<file path="config.mk">
export PLATFORM = sky130hd
export DESIGN_NAME = mul_share_arbiter
export DESIGN_NICKNAME = d
export VERILOG_FILES = /design/src/rtl/mul_pkg.sv /design/src/rtl/rr_arb2.sv /design/src/rtl/wallace_tree_24x24.sv /design/src/rtl/mul_share_arbiter.sv
export SDC_FILE = /design/constraint.sdc
export NUM_CORES = 2
export LEC_CHECK = 0
export ABC_AREA = 1
export CAP_MARGIN = 20
export CORE_MARGIN = 2
export CORE_UTILIZATION = 40
export CTS_CLUSTER_DIAMETER = 80
export DETAILED_ROUTE_END_ITERATION = 7
export PLACE_DENSITY_LB_ADDON = 0.12
export REMOVE_ABC_BUFFERS = 1
export SETUP_SLACK_MARGIN = 0.1
export SLEW_MARGIN = 20
export SYNTH_ARGS = -nofsm -noshare
export SYNTH_HDL_FRONTEND = slang
export SYNTH_SLANG_ARGS = --single-unit
</file>
<file path="constraint.sdc">
create_clock -name clk -period 8.1 [get_ports clk]
set_input_delay 2.43 -clock clk [delete_from_list [all_inputs] [get_ports clk]]
set_output_delay 2.43 -clock clk [all_outputs]
set_load 0.01 [all_outputs]
</file>
<file path="src/rtl/mul_pkg.sv">
// mul_pkg: shared widths and the stage-1 carry-save bundle for the shared multiplier
package mul_pkg;
    localparam int MUL_W  = 24;
    localparam int PROD_W = 48;
    localparam int CSA_LO = 8;
    localparam int CSA_W  = PROD_W - CSA_LO;
    localparam int HALF_W = MUL_W / 2;

    typedef struct packed {
        logic             valid;
        logic             id;
        logic [CSA_W-1:0] d;
        logic [CSA_W-1:0] f;
        logic [CSA_LO-1:0] g;
    } s1_t;
endpackage

</file>
<file path="src/rtl/rr_arb2.sv">
// rr_arb2: two-way arbiter, round-robin by prio or fixed priority to channel 0
module rr_arb2 #(
    parameter bit RR_EN = 1'b1
) (
    input  logic [1:0] valid,
    input  logic       prio,
    input  logic       en,
    output logic [1:0] grant
);
    // One-hot grant; a lone requester always wins, contention is settled by prio.
    always_comb begin
        grant = 2'b00;
        if (en) grant = &valid ? ((RR_EN && prio) ? 2'b10 : 2'b01) : valid;
    end
endmodule

</file>
<file path="src/rtl/wallace_tree_24x24.sv">
// wallace_tree_24x24: combinational 24x24 multiplier leaving the upper 40 bits in carry-save form
module wallace_tree_24x24
    import mul_pkg::*;
(
    input  logic [MUL_W-1:0]  a,
    input  logic [MUL_W-1:0]  b,
    output logic [CSA_W-1:0]  d,
    output logic [CSA_W-1:0]  f,
    output logic [CSA_LO-1:0] g
);
    logic [MUL_W+HALF_W-1:0] lo;
    logic [MUL_W+HALF_W-1:0] hi;

    // Two partial-product rows; hi is weighted by 2^12 so its bits below 8 are zero and g is exact.
    always_comb begin
        lo = (MUL_W+HALF_W)'(a) * (MUL_W+HALF_W)'(b[HALF_W-1:0]);
        hi = (MUL_W+HALF_W)'(a) * (MUL_W+HALF_W)'(b[MUL_W-1:HALF_W]);
        g  = lo[CSA_LO-1:0];
        d  = CSA_W'(lo[MUL_W+HALF_W-1:CSA_LO]);
        f  = {hi, (HALF_W-CSA_LO)'(0)};
    end
endmodule

</file>
<file path="src/rtl/mul_share_arbiter.sv">
// mul_share_arbiter: one 24x24 multiplier shared by two requesters through a 2-stage pipeline
module mul_share_arbiter
    import mul_pkg::*;
#(
    parameter bit RR_EN = 1'b1
) (
    input  logic              clk,
    input  logic              rst,
    input  logic              req0_valid,
    output logic              req0_ready,
    input  logic [MUL_W-1:0]  req0_a,
    input  logic [MUL_W-1:0]  req0_b,
    input  logic              req1_valid,
    output logic              req1_ready,
    input  logic [MUL_W-1:0]  req1_a,
    input  logic [MUL_W-1:0]  req1_b,
    output logic              rsp_valid,
    input  logic              rsp_ready,
    output logic              rsp_id,
    output logic [PROD_W-1:0] rsp_p
);
    logic              prio;
    s1_t               s1;
    logic              s2_valid;
    logic              s2_id;
    logic [PROD_W-1:0] s2_p;
    logic              en1;
    logic              en2;
    logic [1:0]        grant;
    logic              winner;
    logic              transfer;
    logic [MUL_W-1:0]  a;
    logic [MUL_W-1:0]  b;
    logic [CSA_W-1:0]  d;
    logic [CSA_W-1:0]  f;
    logic [CSA_LO-1:0] g;

    assign en2 = !s2_valid || rsp_ready;
    assign en1 = !s1.valid || en2;

    rr_arb2 #(.RR_EN(RR_EN)) u_arb (
        .valid ({req1_valid, req0_valid}),
        .prio  (prio),
        .en    (en1 && !rst),
        .grant (grant)
    );

    assign {req1_ready, req0_ready} = grant;
    assign transfer = |grant;
    assign winner   = grant[1];
    assign a = winner ? req1_a : req0_a;
    assign b = winner ? req1_b : req0_b;

    wallace_tree_24x24 u_tree (
        .a (a),
        .b (b),
        .d (d),
        .f (f),
        .g (g)
    );

    // Priority flip, carry-save capture in stage 1, and the 40-bit resolve in stage 2.
    always_ff @(posedge clk) begin
        if (rst) begin
            prio     <= 1'b0;
            s1       <= '0;
            s2_valid <= 1'b0;
            s2_id    <= 1'b0;
            s2_p     <= '0;
        end else begin
            if (transfer) prio <= !winner;
            if (en1) s1 <= '{valid: transfer, id: winner, d: d, f: f, g: g};
            if (en2) begin
                s2_valid <= s1.valid;
                s2_id    <= s1.id;
                s2_p     <= {CSA_W'(s1.d + s1.f), s1.g};
            end
        end
    end

    assign rsp_valid = s2_valid;
    assign rsp_id    = s2_id;
    assign rsp_p     = s2_p;
endmodule

</file>
==> results by group <==
Outcome
  • Status: finished, final reports clean

STA
  • Worst-Margin Slew: about 950 ps
  • RSZ-0062 raised after global routing: yes
  • Slew Limit Fails: 0
  • Setup TNS: 0 ps
  • Endpoints failing setup: 0
  • Final period util: between 90% and 100%
  • Relative slew slack: about 36%
  • Final worst path period need: about 7800 ps
  • Clock Skew: slightly below 7 ps
  • Fmax: 0.129 GHz
  • Final hold vios: 0

Floorplanning
  • Die Wd: around 260 µm
  • Num rows: 93
  • Boundary pin count: around 150
  • Die area: 0.0667 mm²
  • Die H: 258 µm
  • Core outline area: between 0.06 and 0.07 mm²
  • Starting Density: between 40% and 50%

Hold path
  • Worst hold stages: 2
  • WHS Endpoint: s1[88]
  • Worst hold path class: flop to flop
  • Hold path start: s1[88]

Synth
  • Ys async rst share: 0%
  • Syn. warnings: 0
  • Synth Flop Type: dfxtp_1
  • Synthesized flop and latch total: around 130
  • Post-synthesis cell count: ~3700
  • Avg Inst Size Synth: 7.08 µm²
  • EDFF count, synth: 0
  • Cell area after synthesis: ~0.026 mm²
  • Seq/Total Area, Yosys: under 10%
  • Synth unique cells: 45

Worst setup path
  • Crit path DAT: between 8000 and 9000 ps
  • Reg2Reg Depth: 31
  • FF-to-FF End: s1[68]
  • CP max FO: 8
  • CP Class: input pin to flop
  • CP Capture Type: flop
  • CP max stage cell: fa_1
  • Critical Path RT: roughly 8400 ps
  • Max incr delay on CP: 510 ps
  • Crit path launch type: input pin
  • Reg2Reg Setup Slack: 2070 ps
  • Worst r2r src: rsp_valid

Cells and area
  • Layout area overhead: 29.1%
  • Final nets: just under 5000
  • Fillers: roughly 6500
  • Multi-input logic area: 0.0204 mm²
  • ANT cells: 0
  • Share of layout cells above drive strength 1: between 10% and 20%
  • Flip-flop and latch area: around 0.0025 mm²

Route
  • DR iter-0 viols: about 1300
  • Post-route ant nets: 0
  • DRC viols: 0
  • Via count: ~24000
  • Vias per std cell: around 4.8
  • First-pass iteration count of the detailed router: 6
  • Final wirelength: approximately 85000 µm
  • Routed WL per cell: ~17 µm

Global routing
  • Total GRT Usage: between 20% and 30%
  • Grt total ovfl: 0
  • First-pass GRT wire length: between 100000 and 150000 µm
  • Largest net degree at the start of global routing: just under 100
  • Initial antenna violation count: 1
  • Vias in the first global route: approximately 25000

Placement
  • IO buf count: around 150
  • DP HPWL: around 70000 µm
  • Gpl congestion: between 0.9 and 1

Flow run
  • Max Cap Violations: 0

CTS
  • H-tree Lvls: 4
  • TritonCTS buffer count: 17
  • Clk slew on worst S/H paths: 60 ps
  • Deepest clock path buffer count: 2
  • Skew-Pair Late Insertion Delay: around 430 ps
  • Clock sink count: ~130
  • Root buffer cell: clkbuf_16
  • CTS tree: done
==> flip-flops by register name, indices dropped and copies added, names as in the netlist <==
register and flops:
s1 74, rsp_p 48, prio 1, rsp_id 1, rsp_valid 1
==> Yosys cell counts (11+ instances only) <==
cell | count | area share, %
nand3_1 | 119 | 2.3
fa_1 | 441 | 34
nor2_1 | 354 | 5.1
xnor2_1 | 11 | 0.37
a21oi_1 | 113 | 2.2
o21bai_1 | 23 | 0.67
clkbuf_1 | 26 | 0.38
nand2_1 | 986 | 14
nor3_1 | 23 | 0.45
inv_1 | 869 | 13
inv_2 | 17 | 0.25
dfxtp_1 | 125 | 9.7
buf_2 | 65 | 1.3
xor2_1 | 32 | 1.1
o21ai_1 | 13 | 0.25
o21ai_0 | 149 | 2.9
ha_1 | 172 | 8.3
o21ai_2 | 20 | 0.68
==> logic make-up (layout without fill, tap and decap cells) <==
| family | Yosys count | count (layout) | synth area share, % |
|---|---|---|---|
| simple gates | 1519 | 1520 | 23.2 |
| buf+inv | 1002 | 1493 | 15.3 |
| fa+ha+maj | 613 | 613 | 42.5 |
| compound gates | 351 | 351 | 7.94 |
| flops | 125 | 125 | 9.68 |
| xor+xnor | 43 | 43 | 1.46 |
==> worst max-delay path, delay by kind of cell <==
| kind | cells | cell delay (ps) |
|---|---|---|
| fa+ha+maj | 6 | 2710 |
| compound gates | 1 | 160 |
| buf+inv | 11 | 1100 |
| simple gates | 13 | 1670 |
==> worst max-delay path by stage <==
stage	from	end	slack [ps]	cells past startpoint
finish	rsp_ready	s1[68]	340	31
global route	rsp_ready	s1[64]	70	32
CTS	rsp_ready	s1[56]	60	32
detailed placement	rsp_ready	s1[67]	-660	29
global placement	rsp_ready	s1[67]	-630	29
floorplan	rst	s1[44]	-2520	26
==> cell type report <==
class / count / share of cell area [%]
clock buffers: 20 / 1.34
inverters: 889 / 10.2
flip-flops and latches: 125 / 7.50
repair inverters: 1 / 0.0113
multi-input cells: 2527 / 61.1
clock inverters: 12 / 0.274
repair buffers: 571 / 16.3
well taps: 855 / 3.21
==> routing by layer <==
layer / GRT usage [%] / vias to the layer above / routed length [µm]
met5: 0 / - / 0
met4: 5.92 / 0 / 2190
met3: 4.16 / 106 / 4640
met2: 46.6 / 559 / 41300
met1: 33.2 / 11700 / 36700
li1: - / 11700 / -
==> repair_timing <==
action | CTS | global route
resized for setup | 116 | 165
buffers inserted | 16 | 19
hold buffers | 0 | 0
setup endpoints to repair | 41 | 52
pin swaps | 15 | 50
gates cloned | 3 | 5
==> layout by cell type (no fill, tap or decap), drive strengths merged, types with 23 or more instances in the layout <==
cell type / Yosys / layout
ha: 172 / 172
nand3: 119 / 119
buf: 87 / 415
clkbuf: 26 / 24
inv: 888 / 885
o21bai: 23 / 23
o21ai: 190 / 190
clkdlybuf4s50: 0 / 148
xor2: 32 / 32
nand2: 992 / 993
a21oi: 113 / 113
fa: 441 / 441
nor3: 23 / 23
dfxtp: 125 / 125
nor2: 355 / 355
==> per-stage QoR <==
stage                     hold WS [ps]  area [µm²]  setup slack, ps  util [%]  instances
after detailed placement           447       31300             -660      48.7       4925
after global placement             432       31300             -631      48.7       4925
after CTS                          460       32500             64.7      50.7       4976
after floorplan                    421       25200            -2520         -       3540
final                              458       33400              340      52.0       5000
after global routing               475       33400             71.7      52.0       5000
Power is left out: the tool's default activity adds up to more than one toggle a clock period on the data nets, which glitch-free logic cannot reach.
